$ cat config.mk
export PLATFORM = sky130hd
export DESIGN_NAME = smem_batch_scheduler
export DESIGN_NICKNAME = d
export VERILOG_FILES = /design/src/rtl/smem_batch_scheduler.sv
export SDC_FILE = /design/constraint.sdc
export NUM_CORES = 1
export LEC_CHECK = 0
export CAP_MARGIN = 20
export CORE_UTILIZATION = 59
export CTS_BUF_LIST = sky130_fd_sc_hd__clkbuf_16
export DETAILED_ROUTE_END_ITERATION = 10
export GPL_ROUTABILITY_DRIVEN = 0
export PLACE_DENSITY = 0.76
export REMOVE_ABC_BUFFERS = 1
export SYNTH_ARGS = -nofsm -noshare
export SYNTH_HDL_FRONTEND = slang
export SYNTH_SLANG_ARGS = --single-unit
$ cat constraint.sdc
create_clock -name clk -period 9.3 [get_ports clk]
set_input_delay 2.325 -clock clk [delete_from_list [all_inputs] [get_ports clk]]
set_output_delay 2.325 -clock clk [all_outputs]
set_load 0.02 [all_outputs]
$ cat src/rtl/smem_batch_scheduler.sv
// SMEM batch scheduler: dispatches the reads of a batch into the SMEM pipeline under an
// in-flight credit limit, retires them as mem-size results return (in any order), then runs
// the request/permit/finish handshake with the host-output drain path.
module smem_batch_scheduler #(
    parameter int unsigned READ_NUM_WIDTH = 8,
    parameter int unsigned MAX_READ       = 256,
    parameter int unsigned MAX_INFLIGHT   = 32,
    parameter int unsigned CNT_W          = 6
) (
    input  logic                      clk,
    input  logic                      reset_n,
    input  logic                      stall,
    input  logic                      start,
    input  logic [READ_NUM_WIDTH:0]   batch_size,
    output logic                      dispatch_valid,
    input  logic                      dispatch_ready,
    output logic [READ_NUM_WIDTH-1:0] dispatch_read_num,
    input  logic                      done_valid,
    input  logic [READ_NUM_WIDTH-1:0] done_read_num,
    output logic                      output_request,
    input  logic                      output_permit,
    input  logic                      output_finish,
    output logic [CNT_W-1:0]          inflight,
    output logic                      busy,
    output logic                      batch_done,
    output logic                      error
);

    localparam int unsigned PW = READ_NUM_WIDTH + 1;
    localparam logic [PW-1:0]    MaxReadN     = PW'(MAX_READ);
    localparam logic [CNT_W-1:0] MaxInflightN = CNT_W'(MAX_INFLIGHT);

    typedef enum logic [1:0] {StIdle, StRun, StRequest, StDrain} state_e;

    state_e              state_q, state_d;
    logic [PW-1:0]       next_ptr_q, next_ptr_d;
    logic [PW-1:0]       done_cnt_q, done_cnt_d;
    logic [PW-1:0]       bsize_q, bsize_d;
    logic [CNT_W-1:0]    inflight_q, inflight_d;
    logic [MAX_READ-1:0] disp_map_q, disp_map_d;
    logic [MAX_READ-1:0] done_map_q, done_map_d;
    logic                error_q, error_d;
    logic                batch_done_q, batch_done_d;

    logic in_run;
    logic xfer;
    logic done_legal;
    logic start_ok;

    // Dispatch handshake and completion legality; stall masks the offer so nothing transfers.
    always_comb begin
        in_run         = (state_q == StRun);
        dispatch_valid = in_run && (next_ptr_q < bsize_q) && (inflight_q < MaxInflightN) &&
                         !stall;
        xfer           = dispatch_valid && dispatch_ready;
        // A completion only counts for a read that was dispatched and has not yet retired.
        done_legal     = done_valid && in_run && disp_map_q[done_read_num] &&
                         !done_map_q[done_read_num];
        start_ok       = (batch_size != '0) && (batch_size <= MaxReadN);
    end

    // Next-state logic for the FSM, counters and bitmaps.
    always_comb begin
        state_d      = state_q;
        next_ptr_d   = next_ptr_q;
        done_cnt_d   = done_cnt_q;
        bsize_d      = bsize_q;
        inflight_d   = inflight_q;
        disp_map_d   = disp_map_q;
        done_map_d   = done_map_q;
        error_d      = error_q;
        batch_done_d = 1'b0;

        case (state_q)
            StIdle: begin
                if (start) begin
                    if (start_ok) begin
                        bsize_d    = batch_size;
                        next_ptr_d = '0;
                        done_cnt_d = '0;
                        inflight_d = '0;
                        disp_map_d = '0;
                        done_map_d = '0;
                        state_d    = StRun;
                    end else begin
                        error_d = 1'b1;
                    end
                end
            end
            StRun: begin
                if (xfer) begin
                    next_ptr_d = next_ptr_q + PW'(1);
                    disp_map_d[next_ptr_q[READ_NUM_WIDTH-1:0]] = 1'b1;
                end
                if (done_legal) begin
                    done_map_d[done_read_num] = 1'b1;
                    done_cnt_d = done_cnt_q + PW'(1);
                end
                // Simultaneous transfer and retire cancel out on the credit count.
                if (xfer && !done_legal) begin
                    inflight_d = inflight_q + CNT_W'(1);
                end else if (!xfer && done_legal) begin
                    inflight_d = inflight_q - CNT_W'(1);
                end
                if (done_legal && (done_cnt_d == bsize_q)) begin
                    state_d = StRequest;
                end
            end
            StRequest: begin
                if (output_permit) begin
                    state_d = StDrain;
                end
            end
            StDrain: begin
                if (output_finish) begin
                    state_d      = StIdle;
                    batch_done_d = 1'b1;
                end
            end
            default: state_d = StIdle;
        endcase

        // Any completion that did not retire a read is a protocol error, in every state.
        if (done_valid && !done_legal) begin
            error_d = 1'b1;
        end
    end

    // State register: synchronous active-low reset; stall freezes everything.
    always_ff @(posedge clk) begin
        if (!reset_n) begin
            state_q      <= StIdle;
            next_ptr_q   <= '0;
            done_cnt_q   <= '0;
            bsize_q      <= '0;
            inflight_q   <= '0;
            disp_map_q   <= '0;
            done_map_q   <= '0;
            error_q      <= 1'b0;
            batch_done_q <= 1'b0;
        end else if (!stall) begin
            state_q      <= state_d;
            next_ptr_q   <= next_ptr_d;
            done_cnt_q   <= done_cnt_d;
            bsize_q      <= bsize_d;
            inflight_q   <= inflight_d;
            disp_map_q   <= disp_map_d;
            done_map_q   <= done_map_d;
            error_q      <= error_d;
            batch_done_q <= batch_done_d;
        end
    end

    // Registered status outputs; output_request decodes straight from the state register.
    always_comb begin
        dispatch_read_num = next_ptr_q[READ_NUM_WIDTH-1:0];
        output_request    = (state_q == StRequest) || (state_q == StDrain);
        busy              = (state_q != StIdle);
        inflight          = inflight_q;
        batch_done        = batch_done_q;
        error             = error_q;
    end

endmodule
### After elaboration in Yosys (flattened, before gate mapping)

Cells that the tools add are included.

* register bits after elaboration: 549
* bits of input ports: 25
* output and inout port bits: 19
* logic and storage cells: 106

* add/subtract/negate cells: 4
* magnitude comparators: 7
* equal/unequal tests: 13
* muxes and demuxes: 38
* bitwise operators: 3
* reduce and logical (&&, ||, !) cells: 32

Operator list (count)
* 2-to-1 mux 256 bit: 4
* case mux 256 bit (2 select lines): 2
* bitwise OR 256 bit: 2
* 2-to-1 mux 9 bit: 5
* case mux 9 bit (2 select lines): 2
* 2-to-1 mux 6 bit: 4
* adder 9 x 1 -> 9 bit (second input constant): 2
* less-than comparator 8 x 9 -> 1 bit (second input constant): 2
* binary-select mux 1 bit (select 8 bit): 2
* demux 1 bit (select 8 bit): 2
* greater-or-equal comparator 8 x 1 -> 1 bit (second input constant): 2
* AND reduction 5 bit: 3
* logical AND 1 bit: 14
* case mux 6 bit (2 select lines): 1
* AND reduction 4 bit: 3
* 2-to-1 mux 1 bit: 10
* 2-to-1 mux 2 bit: 5
* == test 9 bit: 1
* <= comparator 9 bit (second input constant): 1
* less-than comparator 9 bit: 1
* nonzero test 9 bit: 1
* != test 2 x 1 -> 1 bit (second input constant): 4
* != test 2 bit (second input constant): 4
* case mux 2 bit (4 select lines): 1
* other kinds (12): 19

### Depth between registers and ports, before layout

Gate-level depths: netlist of run 1.

* depth after elaboration: 10
* gate-level depth with buffers: 25
* mapped depth without buffers: 19

### Least setup slack after synthesis of run 1

Ideal clock, no wire load.

* kind: in2reg
* start: input port done_read_num[0]
* end: register inflight_q[5], in the netlist inflight[5]
* setup time: 76 ps
* data arrival time: 7177 ps
* data required time: 9224 ps
* path slack: 2048 ps
* stages on the path: 21
* path buffers: 6
* cells stage by stage: buf_2 -> buf_2 -> buf_2 -> buf_2 -> buf_1 -> buf_2 -> mux4_2 -> a22oi_1 -> o211ai_1 -> a31o_2 -> o21ai_0 -> nand3_1 -> ha_1 -> a21o_1 -> a21oi_1 -> o21bai_1 -> a21oi_1 -> nor3b_1 -> o2111ai_1 -> o311a_1 -> o22ai_1

* word-level cells in the longest chain between the ends: 8
* elaborated cells on any way between the ends: 14
* those cells by class: eq/ne (1); mux (6); reduce/logical (7)

RTL lines
* start, declared: RTL line 19 `input logic [READ_NUM_WIDTH-1:0] done_read_num,`
* binary-select mux 1 bit (select 8 bit), on equally long branches: RTL line 57, 58
* 2-to-1 mux 1 bit, on equally long branches: RTL line 57, 58
* logical AND 1 bit / logical NOT 1 bit (equally long branches): RTL line 57, 58
* logical AND 1 bit *: RTL line 57 `done_legal = done_valid && in_run && disp_map_q[done_read_num] &&`
* logical NOT 1 bit: RTL line 100 `if (xfer && !done_legal) begin`
* logical AND 1 bit: RTL line 100
* != test 3 x 1 -> 1 bit (no line) / 2-to-1 mux 6 bit (equally long branches)
* AND reduction 5 bit (no line) / case mux 6 bit (2 select lines) (equally long branches)
* end signal, assigned: RTL line 146 `inflight_q <= inflight_d;`
* end, declared: RTL line 39 `logic [CNT_W-1:0] inflight_q, inflight_d;`

Every way passes the cells marked *; elsewhere a longest branch is shown, timed or not. The select of a mux whose other input is x is not followed.
A chain may end at the register's enable or synchronous reset.

### Worst setup path after layout of run 1

* start: input port done_read_num[5]
* end: register inflight_q[5], in the netlist inflight[5]

The elaborated chain is that of the path after synthesis.

==> results by group, run 1 <==
Status
  – Status: completed

Routing
  – Avg WL per Cell: 21.86 um
  – Initial DRC Count: 2674
  – First-pass DRT Iterations: 6
  – Routed wire length: 72030 um
  – Post-DRT Antenna Nets: 0
  – Via density: 6.536
  – Routed vias: 21540
  – Drt drc: 0

Power
  – Leak Pwr: 8.994 nW
  – Pwr per Cell Area: 172.2 nW/um^2
  – Pwr Total: 4.725 mW
  – Worst VDD drop: 0.0001689 V

Logic synthesis
  – Top cell type by total area after synthesis: dfxtp_1
  – Post-Synthesis Cells: 2824
  – Number of synthesized register bits: 549
  – Most frequent cell after synthesis: dfxtp_1
  – Top cells by area, synth: dfxtp_1 (44%), a21oi_1 (9.6%), mux4_2 (8.3%), o211ai_1 (8.2%), nor2_1 (4.4%)
  – Synth top area share: 44.02%
  – Prevailing post-synth register cell: dfxtp_1
  – Mean Syn Cell Area: 8.842 um^2
  – Synth top cells by count: dfxtp_1 (549), a21oi_1 (480), nor2_1 (293)
  – Post-synthesis cell type count: 63
  – Post-synth ARST share: 0%
  – Mapped Area: 24970 um^2
  – Number of flops mapped to enable cells by yosys: 0
  – Part of the Yosys area used for sequential elements: 44.02%
  – Synth Warn #: 0

STA
  – Final hold vios: 0
  – Fin. max-slew vios: 0
  – Worst clock skew: 0.02008 ns
  – Fin crit period: 8.186 ns
  – Setup TNS: 0 ns
  – Unrepaired setup endpoints after global routing: no
  – Hold_ws: 0.4361 ns
  – Fmax: 122.2 MHz
  – Slew HR: 24.50%
  – Final setup fails: 0
  – Worst-Margin Slew: 1.131 ns
  – Fin crit share: 88.02%

Placement
  – Placed insts: 3194
  – Hpwl dp: 43950 um
  – Placed cell area: 25750 um^2
  – Port Buffers: 43

Die
  – Top-level I/O count: 44
  – Core area: 41850 um^2
  – Initial core utilization: 59.66%
  – Die height: 207.7 um
  – Die Area: 43150 um^2
  – Die width: 207.7 um
  – # rows: 75

Clock tree
  – Number of hold buffers added after cts: 0
  – Worst-path clk slew: 0.06 ns
  – Post-CTS setup buffers: 0
  – CTS tree: yes
  – Num CTS Buffers: 55
  – Post-cts repair resize count: 0
  – Max clock buf depth: 3
  – Clock H-tree levels: 2
  – Sink Count: 549
  – Clock Latency Late Sink: 0.62 ns
  – CTS root buf: clkbuf_16

Worst setup path
  – Data arrival, critical path: 8.71 ns
  – Setup CP Type: in2reg
  – CP Launch Type: input port
  – Crit path max fanout: 19
  – Critical Path End Type: register
  – Required time of the critical path: 9.83 ns

Cells and area
  – Diodes inserted: 0
  – Layout cells sized above 1: 10.67%
  – Final instance area: 27440 um^2
  – Synth-to-Final Area Change: 9.892%
  – Fin cells: 3295
  – Net count, final: 2763

Global routing
  – Vias in the first global route: 20490
  – Total Routing Usage GR: 32.74%
  – Remaining global-route overflow: 0
  – Initial antenna violation count: 1
  – Largest net degree at the start of global routing: 142
  – First-pass GRT wire length: 113000 um

Flow run
  – Max cap viols: 0

Worst hold path
  – Hold/Removal Path Class: reg2reg
==> layout make-up <==
cell class / instances / area, um^2
clock buffer: 56 / 1401
clock inverter: 41 / 237.7
fill: 3338 / 14410
inverter: 290 / 1089
multi-input combinational: 1701 / 11980
sequential: 549 / 10990
tap: 539 / 674.4
timing repair buffer: 119 / 1069
==> sequential cells by signal, indices dropped and copies added, names as in the netlist <==
name,cells
disp_map_q,256
state_q,2
error,1
done_cnt_q,9
done_map_q,256
batch_done,1
next_ptr_q,9
bsize_q,9
inflight,6
==> logic make-up after synthesis <==
kind of cell | synth area share [%]
AND/OR/NAND/NOR | 9.220
multiplexers | 11.76
flip-flops | 44.02
adder cells (fa/ha/maj) | 1.132
XOR/XNOR | 0.7366
buffers and inverters | 9.220
AO/OA/AOI/OAI | 23.91
==> layer usage <==
layer | vias to the layer above | routed length, um | GRT usage [%]
li1 | 9824 | - | -
met1 | 10420 | 28830 | 43.58
met2 | 1080 | 33680 | 52.08
met3 | 214 | 6464 | 5.340
met4 | 2 | 3038 | 15.76
met5 | - | 13 | 0
==> critical path, stage by stage <==
cell             delay, ns
clkdlybuf4s50_1       0.91
and4_1                0.45
buf_4                 0.21
a22oi_1               0.23
o22ai_1               0.14
or4_1                 0.53
or4_1                 0.56
nor4b_1               0.90
o21ai_0               0.43
nand3_1               0.34
ha_1                  0.28
a21o_1                0.17
a21oi_1               0.22
o21bai_1              0.09
a21oi_1               0.23
nor3b_1               0.24
o2111ai_1             0.13
o311a_1               0.19
o22ai_1               0.12
==> placed cells by master (no fill, tap or decap), types with 6 or more instances in the layout <==
cell type	instances
a31oi_1	54
nand4_1	10
nand3_1	36
or4_1	6
inv_1	304
xor2_1	7
a2111oi_0	7
mux2i_1	83
clkbuf_16	56
nand2_1	85
buf_4	69
o22ai_1	6
nand2b_1	16
dfxtp_1	549
nor2_1	286
a22oi_1	39
o31ai_1	10
o211ai_1	274
a2111oi_2	13
a21oi_1	480
a21o_1	7
nor3_1	16
a31o_2	6
o21ai_0	17
o311a_1	6
nor2_2	7
mux4_2	92
xnor2_1	14
a211oi_1	6
ha_1	21
nor2b_1	6
clkinv_1	16
clkdlybuf4s50_1	40
==> report_power, final <==
group	total, mW	switching, mW	internal (mW)
combinational	0.304	0.224	0.0803
sequential	2.36	0.00357	2.36
clock	2.06	0.925	1.14
total	4.73	1.15	3.57
==> worst paths after layout <==
check | cells after the start | from | endpoint | slack [ns]
worst max-delay path | 19 | done_read_num[5] | inflight[5] | 1.11
worst min-delay path | 2 | disp_map_q[15] | disp_map_q[15] | 0.44
worst max register to register | 17 | done_map_q[223] | inflight[5] | 3.63
worst min register to register | 2 | disp_map_q[15] | disp_map_q[15] | 0.44
==> through the flow <==
| stage | setup slack [ns] | util (%) |
|---|---|---|
| global placement | 0.7710 | 61.53 |
| global route | 0.8659 | 65.56 |
| CTS | 1.324 | 65.45 |
| detailed placement | 0.7219 | 61.53 |
| finish | 1.114 | 65.56 |
| floorplan | -8.527 | - |
Power figures use the tool's default switching activity.
==> run 2, diff against run 1 <==
==> constraint.sdc (replaced) <==
create_clock -name clk -period 8.6 [get_ports clk]
set_input_delay 2.15 -clock clk [delete_from_list [all_inputs] [get_ports clk]]
set_output_delay 2.15 -clock clk [all_outputs]
set_load 0.02 [all_outputs]
==> run 2 against run 1 <==
Final cell count is 0.49% higher. Final area is 1.4% higher. Via count is 0.79% higher. Critical endpoint unchanged. Non-clock buffer count rose by 11. Clock-buffer cell count increased by 2. Clock power is 19% higher. First-iteration DRC count down 13%. Wire length grew 1.4%. Total power increased by 13%. Sequential power grew 8%.
==> results by group, run 2 (synthesized netlist as in run 1, its figures left out) <==
Placement
  – Port Buffers: 43 (unchanged)
  – Hpwl dp: 44330 um (was 43950 um)
  – Placed cell area: 25920 um^2 (was 25750 um^2)
  – Placed insts: 3202 (was 3194)
  – Pre-CTS WS: 0.01360 ns (was 0.7219 ns)

Worst hold path
  – Hold/Removal Path Class: reg2reg (unchanged)
  – Hold wc startpoint: disp_map_q[111] (was disp_map_q[15])

Cells and area
  – Net count, final: 2775 (was 2763)
  – Fin util: 66.50% (was 65.56%)
  – # fillers: 3306 (was 3338)
  – Final instance area: 27830 um^2 (was 27440 um^2)
  – Layout cells sized above 1: 11.44% (was 10.67%)
  – Most frequent cells in the layout: dfxtp_1 (549), a21oi_1 (480), inv_1 (298) (was dfxtp_1 (549), a21oi_1 (480), inv_1 (304))
  – Commonest non-fill, non-tap cell in the layout: dfxtp_1 (unchanged)
  – Largest regs: disp_map_q: 256 flops, done_map_q: 256 flops (unchanged)
  – Fin cells: 3311 (was 3295)
  – Synth-to-Final Area Change: 11.47% (was 9.892%)

Power
  – Clock share of power: 45.9% (was 43.6%)
  – Sw Share: 23.95% (was 24.40%)
  – Int Pwr: 4.060 mW (was 3.572 mW)
  – Worst VDD drop: 0.0001773 V (was 0.0001689 V)
  – Switch Pwr: 1.278 mW (was 1.153 mW)
  – Sequential Power Share: 47.8% (was 49.9%)
  – Comb power frac: 6.3% (was 6.4%)
  – Pwr per Cell Area: 191.8 nW/um^2 (was 172.2 nW/um^2)
  – Leak Pwr: 9.147 nW (was 8.994 nW)

Worst setup path
  – Slowest cell on the critical path: clkdlybuf4s50_1 (unchanged)
  – Critical Path End Type: register (unchanged)
  – Max incr delay on CP: 0.82 ns (was 0.91 ns)
  – Required time of the critical path: 9.12 ns (was 9.83 ns)
  – CP Launch Type: input port (unchanged)
  – CP Launch Point: done_read_num[6] (was done_read_num[5])
  – CP cell instances: clkdlybuf4s50_1, and4_1, buf_4, a22oi_1, o22ai_1, or4_1, or4_1, nor4b_1, clkbuf_2, o21ai_0, nand3_1, ha_1, a21o_1, a21oi_1, o21bai_1, a21oi_1, nor3b_1, o2111ai_1, o311a_1, o22ai_1 (was clkdlybuf4s50_1, and4_1, buf_4, a22oi_1, o22ai_1, or4_1, or4_1, nor4b_1, o21ai_0, nand3_1, ha_1, a21o_1, a21oi_1, o21bai_1, a21oi_1, nor3b_1, o2111ai_1, o311a_1, o22ai_1)
  – Crit path max fanout: 19 (unchanged)
  – Data arrival, critical path: 7.86 ns (was 8.71 ns)
  – Worst flop-to-flop path startpoint: done_map_q[26] (was done_map_q[223])
  – Setup CP Type: in2reg (unchanged)

Die
  – Die Area: 43150 um^2 (unchanged)
  – Die width: 207.7 um (unchanged)
  – Initial core utilization: 59.66% (unchanged)
  – # rows: 75 (unchanged)
  – Die height: 207.7 um (unchanged)
  – Top-level I/O count: 44 (unchanged)
  – Core area: 41850 um^2 (unchanged)

STA
  – Slew HR: 15.98% (was 24.50%)
  – Fin crit share: 85.44%
  – Worst-Margin Slew: 1.260 ns (was 1.131 ns)
  – Fmax: 136.1 MHz
  – Final hold vios: 0 (unchanged)
  – Final setup fails: 0 (unchanged)
  – Worst clock skew: 0.03166 ns (was 0.02008 ns)
  – Unrepaired setup endpoints after global routing: no (unchanged)
  – Fin. max-slew vios: 0 (unchanged)
  – Fin crit period: 7.348 ns
  – Setup ws final: 1.252 ns (was 1.114 ns)
  – Setup TNS: 0 ns (unchanged)

Global routing
  – First-pass GRT wire length: 116100 um (was 113000 um)
  – Largest net degree at the start of global routing: 260 (was 142)
  – Total Routing Usage GR: 33.61% (was 32.74%)
  – Initial antenna violation count: 2 (was 1)
  – Remaining global-route overflow: 0 (unchanged)
  – Vias in the first global route: 21150 (was 20490)

Routing
  – Initial DRC Count: 2321 (was 2674)
  – Routed vias: 21710 (was 21540)
  – First-pass DRT Iterations: 6 (unchanged)
  – Post-DRT Antenna Nets: 0 (unchanged)
  – Via density: 6.556 (was 6.536)
  – Routed wire length: 73040 um (was 72030 um)
  – Avg WL per Cell: 22.06 um (was 21.86 um)
  – Drt drc: 0 (unchanged)

Clock tree
  – Clock Latency Late Sink: 0.63 ns (was 0.62 ns)
  – Number of hold buffers added after cts: 0 (unchanged)
  – Post-CTS setup buffers: 0 (unchanged)
  – Num CTS Buffers: 56 (was 55)
  – Max clock buf depth: 3 (unchanged)
  – CTS tree: yes (unchanged)
  – Worst-path clk slew: 0.06 ns (about the same)
  – CTS root buf: clkbuf_16 (unchanged)
  – Sink Count: 549 (unchanged)
  – Post-cts repair resize count: 0 (unchanged)
  – Clock H-tree levels: 2 (unchanged)

Status
  – Status: completed (unchanged)

Flow run
  – Max cap viols: 0 (unchanged)
==> run 2: changes by cell type in the layout (fill, tap and decap cells not counted), sizes merged <==
cell / before / now
clkinvlp: 2 / 6
diode: 0 / 2
clkbuf: 58 / 61
clkinv: 22 / 21
bufinv: 2 / 7
buf: 77 / 87
inv: 305 / 298
==> run 2: power groups by stage <==
stage / clock [mW] / sequential (mW) / combinational, mW
global placement: 0 / 2.61 / 0.322
floorplan: 0 / 2.61 / 0.155
finish: 2.45 / 2.55 / 0.337
global route: 2.57 / 2.55 / 0.353
CTS: 2.46 / 2.55 / 0.328
detailed placement: 0 / 2.61 / 0.327
==> run 2: final timing paths <==
| path | endpoint | slack [ns] | depth (start not counted) |
|---|---|---|---|
| min reg2reg | disp_map_q[111] | 0.44 | 2 |
| max reg2reg | inflight[5] | 3.45 | 18 |
| max | inflight[5] | 1.25 | 20 |
| min | disp_map_q[111] | 0.44 | 2 |
==> run 2: metal layers <==
metal | track usage (%) | wire [um]
met1 | 41.85 | 28610
met2 | 56.37 | 35060
met3 | 5.552 | 5902
met4 | 17.19 | 3454
met5 | 0 | 9
==> run 2: through the flow <==
stage	total power, mW	hold WS (ns)
after detailed placement	2.934	0.4310
after CTS	5.342	0.4376
final	5.339	0.4377
after floorplan	2.762	0.4103
after global placement	2.929	0.4174
after global routing	5.472	0.4535
==> run 2: cell type report <==
type / instances / area (um^2) / share of cell area, %
clock inverter: 42 / 385.4 / 1.385
inverter: 290 / 1089 / 3.911
sequential: 549 / 10990 / 39.49
clock buffer: 58 / 1451 / 5.215
tap: 539 / 674.4 / 2.423
timing repair buffer: 130 / 1260 / 4.527
antenna: 2 / 5.005 / 0.01798
multi-input combinational: 1701 / 11980 / 43.03
==> run 2: critical path: cells and delay by family <==
family / cells / cell delay, ns
AO/OA/AOI/OAI: 10 / 1.76
buffers and inverters: 3 / 1.30
adder cells (fa/ha/maj): 1 / 0.27
AND/OR/NAND/NOR: 6 / 2.38
